File: src/rtl/raybox_pov_pkg.sv
// Shared POV widths, reset defaults and the packed POV bundle.
// Field order inside pov_t matches the SPI bit order (px first).
package raybox_pov_pkg;

    localparam int PXY_W    = 15;
    localparam int VEC_W    = 11;
    localparam int POV_BITS = 2 * PXY_W + 4 * VEC_W;
    localparam int CNT_W    = 7;

    typedef struct packed {
        logic [PXY_W-1:0] px;
        logic [PXY_W-1:0] py;
        logic [VEC_W-1:0] fx;
        logic [VEC_W-1:0] fy;
        logic [VEC_W-1:0] vx;
        logic [VEC_W-1:0] vy;
    } pov_t;

    localparam logic [PXY_W-1:0] DEF_PX = 15'h0300;
    localparam logic [PXY_W-1:0] DEF_PY = 15'h0300;
    localparam logic [VEC_W-1:0] DEF_FX = 11'h000;
    localparam logic [VEC_W-1:0] DEF_FY = 11'h200;
    localparam logic [VEC_W-1:0] DEF_VX = 11'h100;
    localparam logic [VEC_W-1:0] DEF_VY = 11'h000;

    localparam pov_t DEF_POV = '{
        px: DEF_PX, py: DEF_PY,
        fx: DEF_FX, fy: DEF_FY,
        vx: DEF_VX, vy: DEF_VY
    };

    localparam logic [CNT_W-1:0] CNT_FULL = CNT_W'(POV_BITS);
    localparam logic [CNT_W-1:0] CNT_OVER = CNT_W'(POV_BITS + 1);

endpackage

File: src/rtl/pov_sync_edge.sv
// Two-flop synchroniser plus a history flop for edge detection.
// IDLE sets the value all flops take in reset so no edge appears on release.
module pov_sync_edge #(
    parameter logic IDLE = 1'b0
) (
    input  logic clk,
    input  logic rst_n,
    input  logic d,
    output logic level,
    output logic rise,
    output logic fall
);

    logic s1;
    logic s2;
    logic hist;

    always_ff @(posedge clk) begin
        if (!rst_n) begin
            s1   <= IDLE;
            s2   <= IDLE;
            hist <= IDLE;
        end else begin
            s1   <= d;
            s2   <= s1;
            hist <= s2;
        end
    end

    assign level = s2;
    assign rise  = s2 & ~hist;
    assign fall  = ~s2 & hist;

endmodule

File: src/rtl/pov_spi_rx.sv
// SPI receiver for the player POV with a staging buffer committed on i_load.
// Optional POV_INC_EN: per-frame px/py auto-increment when no frame is pending.
module pov_spi_rx
    import raybox_pov_pkg::*;
#(
    parameter int INC_STEP = 1
) (
    input  logic             clk,
    input  logic             rst_n,
    input  logic             i_sclk,
    input  logic             i_mosi,
    input  logic             i_ss_n,
    input  logic             i_load,
    input  logic             i_inc_px,
    input  logic             i_inc_py,
    output logic [PXY_W-1:0] o_px,
    output logic [PXY_W-1:0] o_py,
    output logic [VEC_W-1:0] o_fx,
    output logic [VEC_W-1:0] o_fy,
    output logic [VEC_W-1:0] o_vx,
    output logic [VEC_W-1:0] o_vy,
    output logic             o_updated,
    output logic             o_busy,
    output logic             o_err
);

    logic sclk_lvl, sclk_rise, sclk_fall;
    logic mosi_lvl, mosi_rise, mosi_fall;
    logic ss_lvl, ss_rise, ss_fall;

    pov_sync_edge #(.IDLE(1'b0)) u_sync_sclk (
        .clk   (clk),
        .rst_n (rst_n),
        .d     (i_sclk),
        .level (sclk_lvl),
        .rise  (sclk_rise),
        .fall  (sclk_fall)
    );

    pov_sync_edge #(.IDLE(1'b0)) u_sync_mosi (
        .clk   (clk),
        .rst_n (rst_n),
        .d     (i_mosi),
        .level (mosi_lvl),
        .rise  (mosi_rise),
        .fall  (mosi_fall)
    );

    pov_sync_edge #(.IDLE(1'b1)) u_sync_ss (
        .clk   (clk),
        .rst_n (rst_n),
        .d     (i_ss_n),
        .level (ss_lvl),
        .rise  (ss_rise),
        .fall  (ss_fall)
    );

    logic [CNT_W-1:0]    cnt;
    logic [POV_BITS-1:0] sr;
    pov_t                staging;
    pov_t                live;
    logic                pending;
    logic                updated;
    logic                err;
    logic                shift_en;
    logic                frame_ok;
    logic                frame_bad;
    logic                commit;

    assign shift_en  = sclk_rise & ~ss_lvl;
    assign frame_ok  = ss_rise & (cnt == CNT_FULL);
    assign frame_bad = ss_rise & (cnt != CNT_FULL);
    assign commit    = i_load & pending;

`ifdef POV_INC_EN
    logic inc_any;
    assign inc_any = i_load & ~pending & (i_inc_px | i_inc_py);
`endif

    always_ff @(posedge clk) begin
        if (!rst_n) begin
            cnt     <= '0;
            sr      <= '0;
            staging <= DEF_POV;
            live    <= DEF_POV;
            pending <= 1'b0;
            updated <= 1'b0;
            err     <= 1'b0;
        end else begin
            updated <= 1'b0;
            err     <= frame_bad;
            if (ss_fall) begin
                cnt <= '0;
                sr  <= '0;
            end else if (shift_en) begin
                // Bits past a full frame only bump the count to the too-long marker.
                if (cnt < CNT_FULL)
                    sr <= {sr[POV_BITS-2:0], mosi_lvl};
                if (cnt < CNT_OVER)
                    cnt <= cnt + CNT_W'(1);
            end
            if (frame_ok)
                staging <= pov_t'(sr);
            if (commit) begin
                live    <= staging;
                updated <= 1'b1;
            end
`ifdef POV_INC_EN
            else if (inc_any) begin
                if (i_inc_px)
                    live.px <= live.px + PXY_W'(INC_STEP);
                if (i_inc_py)
                    live.py <= live.py + PXY_W'(INC_STEP);
                updated <= 1'b1;
            end
`endif
            pending <= frame_ok | (pending & ~i_load);
        end
    end

    assign o_px      = live.px;
    assign o_py      = live.py;
    assign o_fx      = live.fx;
    assign o_fy      = live.fy;
    assign o_vx      = live.vx;
    assign o_vy      = live.vy;
    assign o_updated = updated;
    assign o_busy    = ~ss_lvl;
    assign o_err     = err;

    logic unused_ok;
`ifdef POV_INC_EN
    assign unused_ok = &{1'b0, sclk_lvl, sclk_fall, mosi_rise, mosi_fall};
`else
    assign unused_ok = &{1'b0, sclk_lvl, sclk_fall, mosi_rise, mosi_fall,
                         i_inc_px, i_inc_py};
`endif

endmodule

File: config.mk
export PLATFORM = sky130hd
export DESIGN_NAME = pov_spi_rx
export DESIGN_NICKNAME = d
export VERILOG_FILES = /design/src/rtl/raybox_pov_pkg.sv /design/src/rtl/pov_sync_edge.sv /design/src/rtl/pov_spi_rx.sv
export SDC_FILE = /design/constraint.sdc
export NUM_CORES = 1
export LEC_CHECK = 0
export ABC_CLOCK_PERIOD_IN_PS = 1740
export CELL_PAD_IN_SITES_DETAIL_PLACEMENT = 0
export CELL_PAD_IN_SITES_GLOBAL_PLACEMENT = 1
export CORE_MARGIN = 5
export CORE_UTILIZATION = 25
export DETAILED_ROUTE_END_ITERATION = 10
export PLACE_DENSITY = 0.6
export SYNTH_ARGS = -nofsm -noshare
export SYNTH_HDL_FRONTEND = slang
export SYNTH_SLANG_ARGS = --single-unit
File: constraint.sdc
create_clock -name clk -period 1.74 [get_ports clk]
set_clock_uncertainty 0.05 [all_clocks]
set_input_delay 0.348 -clock clk [delete_from_list [all_inputs] [get_ports clk]]
set_output_delay 0.348 -clock clk [all_outputs]
set_load 0.05 [all_outputs]
# --- Yosys cells after proc, flatten, opt, wreduce, memory -nomap -nowiden ---
# Cells that the tools add are included.
totals:
  reg_bits: 240
  input_bits: 8
  output_inout_bits: 77
  wordCells: 48
classes:
  add_sub_neg: 1
  magnitude_cmp: 2
  eq_ne: 2
  muxes: 1
  bitwise: 14
  n_reduce_logical: 3
ops:
  columns: ["op", "count"]
  rows:
  - ["< comparator 7 bit (second input constant)", 2]
  - ["AND 1 bit", 8]
  - ["adder 7 x 1 -> 7 bit (second input constant)", 1]
  - ["equality test 7 bit (second input constant)", 1]
  - ["inequality test 7 bit (second input constant)", 1]
  - ["inverter 1 bit", 5]
  - ["AND reduction 2 bit", 2]
  - ["OR reduction 2 bit", 1]
  - ["two-way mux 1 bit", 1]
  - ["bitwise OR 1 bit", 1]

# --- Depth between registers and ports, before layout ---
# Gate-level depths: netlist of run 1.
depth:
  ltp_word: 4
  ltp_mapped: 8
  depth_no_buf: 5

# --- By module ---
# Synthesis of run 1 repeated with hierarchy kept, for this count alone.
unflattened:
  cells_unflattened: 969
  hier_area_um2: 9107.5
modules_own_cells:
  columns: ["mod", "instances", "cells_each", "area_per_inst_um2", "seq_area_each_um2"]
  rows:
  - ["pov_spi_rx", 1, 945, 8833.5, 4644.5]
  - ["pov_sync_edge", 3, 8, 91.3, 60.1]

# --- Worst setup path before layout of run 1 ---
# Ideal clock, no wire load.
synth_timing:
  kind: "register -> register"
  start: "reg cnt[0]"
  end: "reg pending"
  setup_ns: 0.115
  arrival_time_ns: 1.521
  t_required_ns: 1.575
  setup_slack_ns: 0.054
  path_stages_with_launch: 9
  n_path_buf: 3
  synth_period_minus_slack_ns: 1.686
  cell_sequence: "dfxtp_1 inv_1 ha_1 nor4b_2 and4_1 buf_2 buf_6 buf_6 o21a_1"
synth_via:
  elab_chain_cells: 3
synth_rtl:
  columns: ["element", "line", "text"]
  rows:
  - ["start, declared", "pov_spi_rx.sv:58", "logic [CNT_W-1:0] cnt;"]
  - ["start signal, assigned", "pov_spi_rx.sv:100", "cnt <= cnt + CNT_W'(1);"]
  - ["equality test 7 bit", "pov_spi_rx.sv:71", "assign frame_ok = ss_rise & (cnt == CNT_FULL);"]
  - ["AND 1 bit", "pov_spi_rx.sv:71", null]
  - ["bitwise OR 1 bit", "pov_spi_rx.sv:117", "pending <= frame_ok | (pending & ~i_load);"]
  - ["end signal, assigned", "pov_spi_rx.sv:117", null]
  - ["end, declared", "pov_spi_rx.sv:62", "logic pending;"]
# No other way between the ends.
# A chain may end at the register's enable or synchronous reset.

# --- Worst setup path after layout of run 1 ---
layout_timing:
  start: "reg cnt[0]"
  end: "reg staging[45] (netlist bit)"
layout_via:
  elab_chain_cells: 2
layout_rtl:
  columns: ["element", "line", "text"]
  rows:
  - ["equality test 7 bit", "pov_spi_rx.sv:71", null]
  - ["AND 1 bit", "pov_spi_rx.sv:71", null]
  - ["end signal, assigned", "pov_spi_rx.sv:103", "staging <= pov_t'(sr);"]
  - ["end, declared", "pov_spi_rx.sv:60", "pov_t staging;"]
# No other way between the ends.

==> flow_summary.ini, run 1 <==
[clock_tree]
ctsHoldBuffers = 0
clk_latency_ps = 540
root_buffer = clkbuf_16
cts-buffers-inserted = 27
cts_sinks = 240
clk_path_buf_depth = 3
cts_max_level = 1
clk_pin_slew_worst_paths_ps = 60
cts_tree = done

[logic_synthesis]
yosys.area.top_type_share_pct = 51.1
synth_enable_flop_cells = 0
yosysTopAreaCell = dfxtp_1
synth_top_family_by_area = multiplexers
netlist_area_mm2 = 0.00940
yosys_warnings = 0
synth_area_leaders = dfxtp_1, mux2i_1, nand2_1, o211ai_1, a21boi_0
synth_fa_ha_area_share_pct = 0.266
synth_compound_area_share_pct = 13.1
synth_nets = 998
muxShareOfSynthArea_pct = 16.2
ys_types = 36
synthXorXnorAreaFrac_pct = 0
async_reset_ff_share_pct = 0
synth-simple-area-share_pct = 14.5
postSynthAreaPerCell_um2 = 9.52
ys.flop_type = dfxtp_1
synth-seq-cells = 240
seq_area_frac_synth_pct = 51.1
synthCells = 988

[power]
peakVddDrop_mv = 0.560
finalPower_mw = 12.2
leakage_nw = 4.11
power_density_mw_per_mm2 = 997

[min_path]
min_path_type = input pin to register
hold_start = rst_n
whs_endpoint = o_err
holdPathStages = 3

[global_routing]
antenna_found_initial = 0
grt_max_degree = 85
grt.overflow.total = 0
first_global_vias = 6847
grt_pass1_wl_um = 35600
track_usage_pct = 10.1

[route]
drtPass1Iterations = 7
drc = 0
drtIter0Drc = 316
wire_per_inst_um = 14.0
postRouteAntennaNets = 0
drt-vias-per-instance = 4.34
vias = 6919
routed_wl_um = 22300

[final_layout]
regArea_mm2 = 0.00481
multi_input_area_mm2 = 0.00418
fill_cells = 3889
layout_commonest_cell = nand2_1
area_growth_pct = 29.7
fin_nets = 1074
postLayoutCoreUtil_pct = 32.6
antenna_cells = 0
final_cell_mix = nand2_1, dfxtp_1, mux2i_1
layoutNonFillerInstCount = 1596
drive_gt1_share_pct = 17.8

[timing]
fin_setup_tns_ps = 0
fin_crit_sh_pct = 96.6
hold_viol = 0
slew_headroom_pct = 72.6
period_needed_ps = 1680
maxSlewViolCount = 0
setup_ws_ps = 59.2
finalSetupViolations = 0
fmax_mhz = 595
rsz0062_at_grt = yes
tightestPinTransition_ps = 410

[placement]
place_congestion = 0.695
dp_cells = 1531
portBuffers = 82
hpwl_um = 13400
place_ws_ps = -37.5

[worst_setup_path]
critPathCaptureType = register
arrival_ps = 2100
path_max_fanout = 11
worst_r2r_endpoint = staging[45]
crit_path_cell_trace = inv_2 > ha_4 > nor4b_4 > and4_4 > buf_12 > clkbuf_16 > mux2i_1
path_class = register to register
crit_required_ps = 2160
reg2reg_from = cnt[0]
regToRegSetupSlack_ps = 60
r2r_cells = 7
slowest_stage = and4_4
critical_path.max_stage_delay_ps = 330
start_kind = register

[floorplanning]
coreArea_mm2 = 0.0374
fp-row-count = 71
pin_count = 85
dieArea_mm2 = 0.0416
start_util_pct = 25.1
die_h_um = 204
die_x_um = 204

[run_status]
status = completed

[flow_run]
max_cap_viol_count = 0
[per-layer routing]
layer	share of wire, %	GRT usage [%]
met1	48	13.5
met4	1.7	2.73
met2	45	16.4
met3	5.1	2.52
met5	0	0
[layout make-up]
cell class | count | area share, %
Sequential cell | 240 | 39.5
Multi-Input combinational cell | 649 | 34.3
Timing Repair Buffer | 138 | 12.5
Clock buffer | 38 | 6.37
Tap cell | 511 | 5.24
Clock inverter | 12 | 1.86
Inverter | 8 | 0.257
[logic make-up after synthesis]
| kind of cell | Yosys count |
|---|---|
| AO/OA/AOI/OAI | 164 |
| adder cells (fa/ha/maj) | 2 |
| buffers and inverters | 99 |
| flip-flops | 240 |
| multiplexers | 152 |
| AND/OR/NAND/NOR | 331 |
[cell usage after synthesis (2+ instances only)]
cell and n:
buf_1 3, mux2i_1 152, buf_2 4, and3_1 3, inv_1 8, and2_1 6, nand3_1 8, clkbuf_1 66
nand2_1 287, a31oi_1 2, ha_1 2, o21a_1 2, o211ai_1 84, nand2b_1 2, buf_6 7, a311oi_1 2
dfxtp_1 240, o21ai_0 2, buf_4 9, clkbuf_2 2, a21boi_0 68, nor3_1 2, nor2b_1 14
[registers in the layout, indices dropped and copies added, names as in the netlist, 7 cells and up]
register,count
o_py,15
sr,74
o_vx,11
o_fx,11
staging,74
o_vy,11
o_fy,11
cnt,7
o_px,15
[power by group]
part	leakage, nW	internal, mW	switching (mW)
Clock	0.496	4.01	2.34
Combinational	1.68	0.110	0.181
Sequential	1.94	5.50	0.00489
Total	4.11	9.63	2.53
[worst max-delay path by stage]
stage	start	to	slack, ps	depth (start not counted)
CTS	cnt[0]	staging[22]	0.6	6
finish	cnt[0]	staging[45]	60	7
detailed placement	i_load	o_py[14]	-40	5
global placement	i_load	o_px[5]	6	5
floorplan	cnt[0]	pending	50	8
global route	cnt[0]	staging[32]	-20	7
[stage by stage]
stage,hold slack (ps),instance area (µm²)
2_1_floorplan,336,9400
6_report,155,12200
3_3_place_gp,371,10800
3_5_place_dp,368,10800
5_1_grt,157,12200
4_1_cts,120,11900
[worst max-delay path: cells and delay by family, from the launching register on]
kind	cells	cell delay [ps]
DFF	1	320
muxes	1	180
and+or+nand+nor	2	530
adders and majority gates	1	120
buffers and inverters	3	420
[what timing repair did]
item,CTS,global route
pin swaps,1,2
gates cloned,0,9
setup buffers,1,5
gates resized for setup,5,15
endpoints found under the setup margin,2,109
Note: power is estimated with default switching activity, not from simulation.
==> inputs of run 2 (changes only) <==
--- a/config.mk
+++ b/config.mk
@@ -12,6 +12,7 @@
 export CORE_UTILIZATION = 25
 export DETAILED_ROUTE_END_ITERATION = 10
 export PLACE_DENSITY = 0.6
+export SETUP_SLACK_MARGIN = 0.15
 export SYNTH_ARGS = -nofsm -noshare
 export SYNTH_HDL_FRONTEND = slang
 export SYNTH_SLANG_ARGS = --single-unit
==> run 2 against run 1 <==
Non-clock buffer count up 9. Core utilization up 0.40 points. Highest routed layer is now met5. Combinational power up 4%. Via count up 0.30%. Global-route usage up 0.20 points. Register-to-register slack worse by 30 ps. First-iteration DRC count down 20%. Power down 6.7%. Cell area up 1.2%. Flip-flop and latch count unchanged. Clock power down 13%.
==> flow_summary.ini, run 2 (same netlist as run 1, synthesis figures left out) <==
[route]
wl_met3_um = 1050
drc = 0
wl_met2_um = 10400
routed_wl_um = 22800
drtIter0Drc = 254
wire_per_inst_um = 14.2
drt-vias-per-instance = 4.32
wl_met1_um = 10900
drtPass1Iterations = 5
vias = 6940
highest-signal-layer = met5
postRouteAntennaNets = 0

[final_layout]
antenna_cells = 0
final_cell_mix = nand2_1, dfxtp_1, mux2i_1
area_growth_pct = 31.3
fin_nets = 1083
regArea_mm2 = 0.00482
multi_input_area_mm2 = 0.00420
top_regs = sr: 74 flops, staging: 74 flops
layout_commonest_cell = nand2_1
design_area_mm2 = 0.0123
drive_gt1_share_pct = 18.8
fill_cells = 3858

[worst_setup_path]
critPathCaptureType = register
arrival_ps = 2110
start_kind = register
path_class = register to register
crit_required_ps = 2140
slowest_stage = dfxtp_4
path_max_fanout = 19
crit_path_cell_trace = inv_4 > ha_4 > nor4b_4 > and4_4 > buf_4 > buf_12 > mux2i_2
critical_path.max_stage_delay_ps = 350

[clock_tree]
root_buffer = clkbuf_16
clk_path_buf_depth = 3
cts_sinks = 240
clk_pin_slew_worst_paths_ps = 60
clk_latency_ps = 530
cts_max_level = 1
cts_tree = done
cts-buffers-inserted = 27

[floorplanning]
fp-row-count = 71
die_h_um = 204
dieArea_mm2 = 0.0416
die_x_um = 204
coreArea_mm2 = 0.0374
start_util_pct = 25.1
pin_count = 85

[timing]
hold_viol = 0
tightestPinTransition_ps = 366
fin_crit_sh_pct = 98.4
fmax_mhz = 584
finalSetupViolations = 0
rsz0062_at_grt = yes
fin_setup_tns_ps = 0
slew_headroom_pct = 75.3
period_needed_ps = 1710
maxSlewViolCount = 0

[global_routing]
track_usage_pct = 10.3
first_global_vias = 6947
antenna_found_initial = 1
grt_max_degree = 68
grt_pass1_wl_um = 36300
grt.overflow.total = 0

[placement]
hpwl_um = 13100
portBuffers = 82
dpl_cell_area_mm2 = 0.0107
place_congestion = 0.682

[power]
leakage_nw = 4.15
p_seq_share_pct = 48.5
p_int_mw = 8.89
peakVddDrop_mv = 0.574
power_density_mw_per_mm2 = 919
pwr-share-clk_pct = 48.8
p_comb_share_pct = 2.7
switchingPower_mw = 2.45
finalPower_mw = 11.3
sw_frac_of_total_pct = 21.6

[min_path]
min_path_type = input pin to register

[run_status]
status = completed

[flow_run]
max_cap_viol_count = 0
[run 2: cell count changes in the layout (fill, tap and decap cells not counted), moves of 3 or more]
cell       before  now
dfxtp_1       236  233
bufinv_16       6    1
buf_16          0    5
buf_12         25   29
buf_4          96   91
clkbuf_1        5    9
buf_6           2    8
[run 2: area by class of cell]
type                            instances  area share (%)
Timing Repair Buffer                  147            14.3
Tap cell                              511            5.18
Clock buffer                           42            6.42
Sequential cell                       240            39.0
Multi-Input combinational cell        649            34.0
Inverter                                8           0.375
Clock inverter                          8           0.608
[run 2: critical path: cells and delay by family (launching register included)]
kind	cells	cell delay, ps
and+or+nand+nor	2	520
adders and majority gates	1	110
DFF	1	350
buffers and inverters	3	380
muxes	1	230
[run 2: power groups by stage]
stage	logic [mW]	registers [mW]	clock network, mW
after floorplan	0.177	5.63	0
after CTS	0.283	5.51	5.76
final	0.303	5.51	5.53
after detailed placement	0.264	5.63	0
after global routing	0.329	5.50	6.00
after global placement	0.266	5.63	0
[run 2: worst paths after layout]
path                     start         endpoint  slack [ps]  depth (start not counted)
setup reg to reg        cnt[0]      staging[72]          30                          7
setup / recovery        cnt[0]      staging[72]          30                          7
hold reg to reg   u_sync_ss.s1  u_sync_ss.level         370                          1
hold / removal           rst_n          o_vx[1]          90                          2
[run 2: per-stage QoR]
step / utilization [%] / setup WS (ps) / std cells / hold WS [ps]
final: 33.0 / 27.7 / 1605 / 86.4
after global placement: 28.6 / 45.1 / 1516 / 370
after detailed placement: 28.6 / 4.33 / 1516 / 355
after global routing: 33.0 / -78.0 / 1605 / 73.6
after CTS: 31.9 / 29.9 / 1583 / 62.9
after floorplan: - / 142 / 988 / 336
[run 2: repair_timing]
item | 4_1_cts | 5_1_grt
setup endpoints to repair | 150 | 149
resized for setup | 19 | 23
setup buffers | 12 | 12
pin swaps | 2 | 6
hold buffers | 0 | 0
gates cloned | 5 | 10
[run 2: layer usage]
layer / up-vias / global-route usage [%]
li1: 3567 / -
met1: 3255 / 13.8
met2: 81 / 16.8
met3: 35 / 2.36
met4: 2 / 2.92
met5: - / 0
==> inputs of run 3 (changes only) <==
--- a/config.mk
+++ b/config.mk
@@ -6,13 +6,14 @@
 export NUM_CORES = 1
 export LEC_CHECK = 0
 export ABC_CLOCK_PERIOD_IN_PS = 1740
-export CELL_PAD_IN_SITES_DETAIL_PLACEMENT = 0
+export CELL_PAD_IN_SITES_DETAIL_PLACEMENT = 1
 export CELL_PAD_IN_SITES_GLOBAL_PLACEMENT = 1
 export CORE_MARGIN = 5
 export CORE_UTILIZATION = 25
 export DETAILED_ROUTE_END_ITERATION = 10
 export PLACE_DENSITY = 0.6
 export SETUP_SLACK_MARGIN = 0.15
+export SKIP_CTS_REPAIR_TIMING = 1
 export SYNTH_ARGS = -nofsm -noshare
 export SYNTH_HDL_FRONTEND = slang
 export SYNTH_SLANG_ARGS = --single-unit
==> run 3 against run 2 <==
Maximum frequency shrank 0.96%. Critical path depth grew 1. Largest cell class unchanged. First-iteration DRC count shrank 3.5%. Sequential power is essentially flat. Count of clock-buffer cells in the layout shrank 2. Register-to-register slack lost 20 ps. Cell area shrank 1.5%. Critical endpoint is now staging[28].
==> flow_summary.ini, run 3 (same netlist as run 1, synthesis figures left out) <==
[run_status]
status = completed

[timing]
tightestPinTransition_ps = 352
fin_crit_sh_pct = 99.4
rsz0062_at_grt = yes
slew_headroom_pct = 76.5
hold_viol = 0
period_needed_ps = 1730
finalSetupViolations = 0
maxSlewViolCount = 0
fmax_mhz = 578

[placement]
place_congestion = 0.682
portBuffers = 82
hpwl_um = 13800

[min_path]
holdPathStages = 2
whs_endpoint = o_px[14]
hold_start = rst_n
min_path_type = input pin to register

[clock_tree]
clk_pin_slew_worst_paths_ps = 60
clk_path_buf_depth = 3
root_buffer = clkbuf_16
cts_max_level = 1
clk_latency_ps = 530
cts_tree = done
cts_sinks = 240
cts-buffers-inserted = 27

[global_routing]
grt.overflow.total = 0
use_met2_pct = 17.2
met3_usage_pct = 2.32
antenna_found_initial = 1
first_global_vias = 7189
track_usage_pct = 10.5
grt_pass1_wl_um = 37200
grt_max_degree = 68
grtUsageMet1_pct = 13.9
grt-busiest-layer = met2

[route]
drtPass1Iterations = 4
routed_wl_um = 23700
postRouteAntennaNets = 0
drtIter0Drc = 245
drt-vias-per-instance = 4.43
wire_per_inst_um = 14.9
drc = 0
vias = 7027

[final_layout]
layout_commonest_cell = nand2_1
fill_cells = 4208
drive_gt1_share_pct = 18.1
area_growth_pct = 29.3
postLayoutCoreUtil_pct = 32.5
top_regs = sr: 74 flops, staging: 74 flops
antenna_cells = 0
final_cell_mix = nand2_1, dfxtp_1, mux2i_1
fin_nets = 1069

[power]
peakVddDrop_mv = 0.464
p_int_mw = 9.35
switchingPower_mw = 2.47
sw_frac_of_total_pct = 20.9
power_density_mw_per_mm2 = 972
pwr-share-clk_pct = 51.0
leakage_nw = 4.07
finalPower_mw = 11.8
p_seq_share_pct = 46.6
p_comb_share_pct = 2.4

[worst_setup_path]
crit_required_ps = 2140
reg2reg_from = cnt[0]
path_class = register to register
critical_path.max_stage_delay_ps = 350
critPathCaptureType = register
crit_path_cell_trace = inv_4 > ha_4 > nor4b_4 > and4_4 > buf_12 > buf_12 > clkbuf_16 > mux2i_1
r2r_cells = 8
regToRegSetupSlack_ps = 10
slowest_stage = dfxtp_4
crit_path_frequent_cell = buf_12
path_max_fanout = 7
worst_r2r_endpoint = staging[28]
arrival_ps = 2130
start_kind = register

[floorplanning]
start_util_pct = 25.1
die_h_um = 204
coreArea_mm2 = 0.0374
dieArea_mm2 = 0.0416
die_x_um = 204
pin_count = 85
fp-row-count = 71

[flow_run]
max_cap_viol_count = 0
run 3: routing by layer:
metal / wire length (µm) / share of wire (%)
met3: 1020 / 4.3
met2: 10800 / 46
met1: 11500 / 48
met4: 419 / 1.8
met5: 7 / 0.030
run 3: final cells by class:
cell class	count	area (µm²)	share of cell area (%)
tap	511	639	5.26
clock inverter	7	116	0.957
timing repair buffer	133	1510	12.5
sequential	240	4820	39.6
inverter	8	33.8	0.278
multi-input combinational	649	4200	34.6
clock buffer	40	836	6.88
run 3: how the worst max path moves through the flow:
stage	start	to	slack [ps]	depth (start not counted)
3_5_place_dp	i_load	o_fx[3]	-20	5
3_3_place_gp	i_load	o_fy[1]	50	5
2_1_floorplan	cnt[0]	staging[31]	140	8
4_1_cts	u_sync_ss.level	o_busy	-160	3
5_1_grt	cnt[0]	staging[21]	-60	8
6_report	cnt[0]	staging[28]	10	8
run 3: power by group through the flow:
stage	Clock (mW)	Combinational [mW]	Sequential (mW)
3_3_place_gp	0	0.266	5.63
5_1_grt	6.46	0.307	5.50
2_1_floorplan	0	0.177	5.63
4_1_cts	6.24	0.267	5.51
6_report	6.03	0.281	5.51
3_5_place_dp	0	0.267	5.63
run 3: critical path, delay by kind of cell, from the launching register on:
family | cells | cell delay [ps]
flops | 1 | 350
fa+ha+maj | 1 | 110
simple gates | 2 | 520
buf+inv | 4 | 450
mux | 1 | 170
run 3: metrics by stage:
| stage | area, µm² | worst slack [ps] | cells | setup TNS, ps | hold slack [ps] |
|---|---|---|---|---|---|
| 2_1_floorplan | 9420 | 142 | 988 | 0 | 336 |
| 5_1_grt | 12200 | -61.6 | 1588 | -991 | 62.2 |
| 6_report | 12200 | 11.1 | 1588 | 0 | 84.8 |
| 4_1_cts | 11700 | -157 | 1563 | -887 | 59.5 |
| 3_3_place_gp | 10700 | 45.1 | 1516 | 0 | 370 |
| 3_5_place_dp | 10700 | -15.2 | 1516 | -20.6 | 352 |
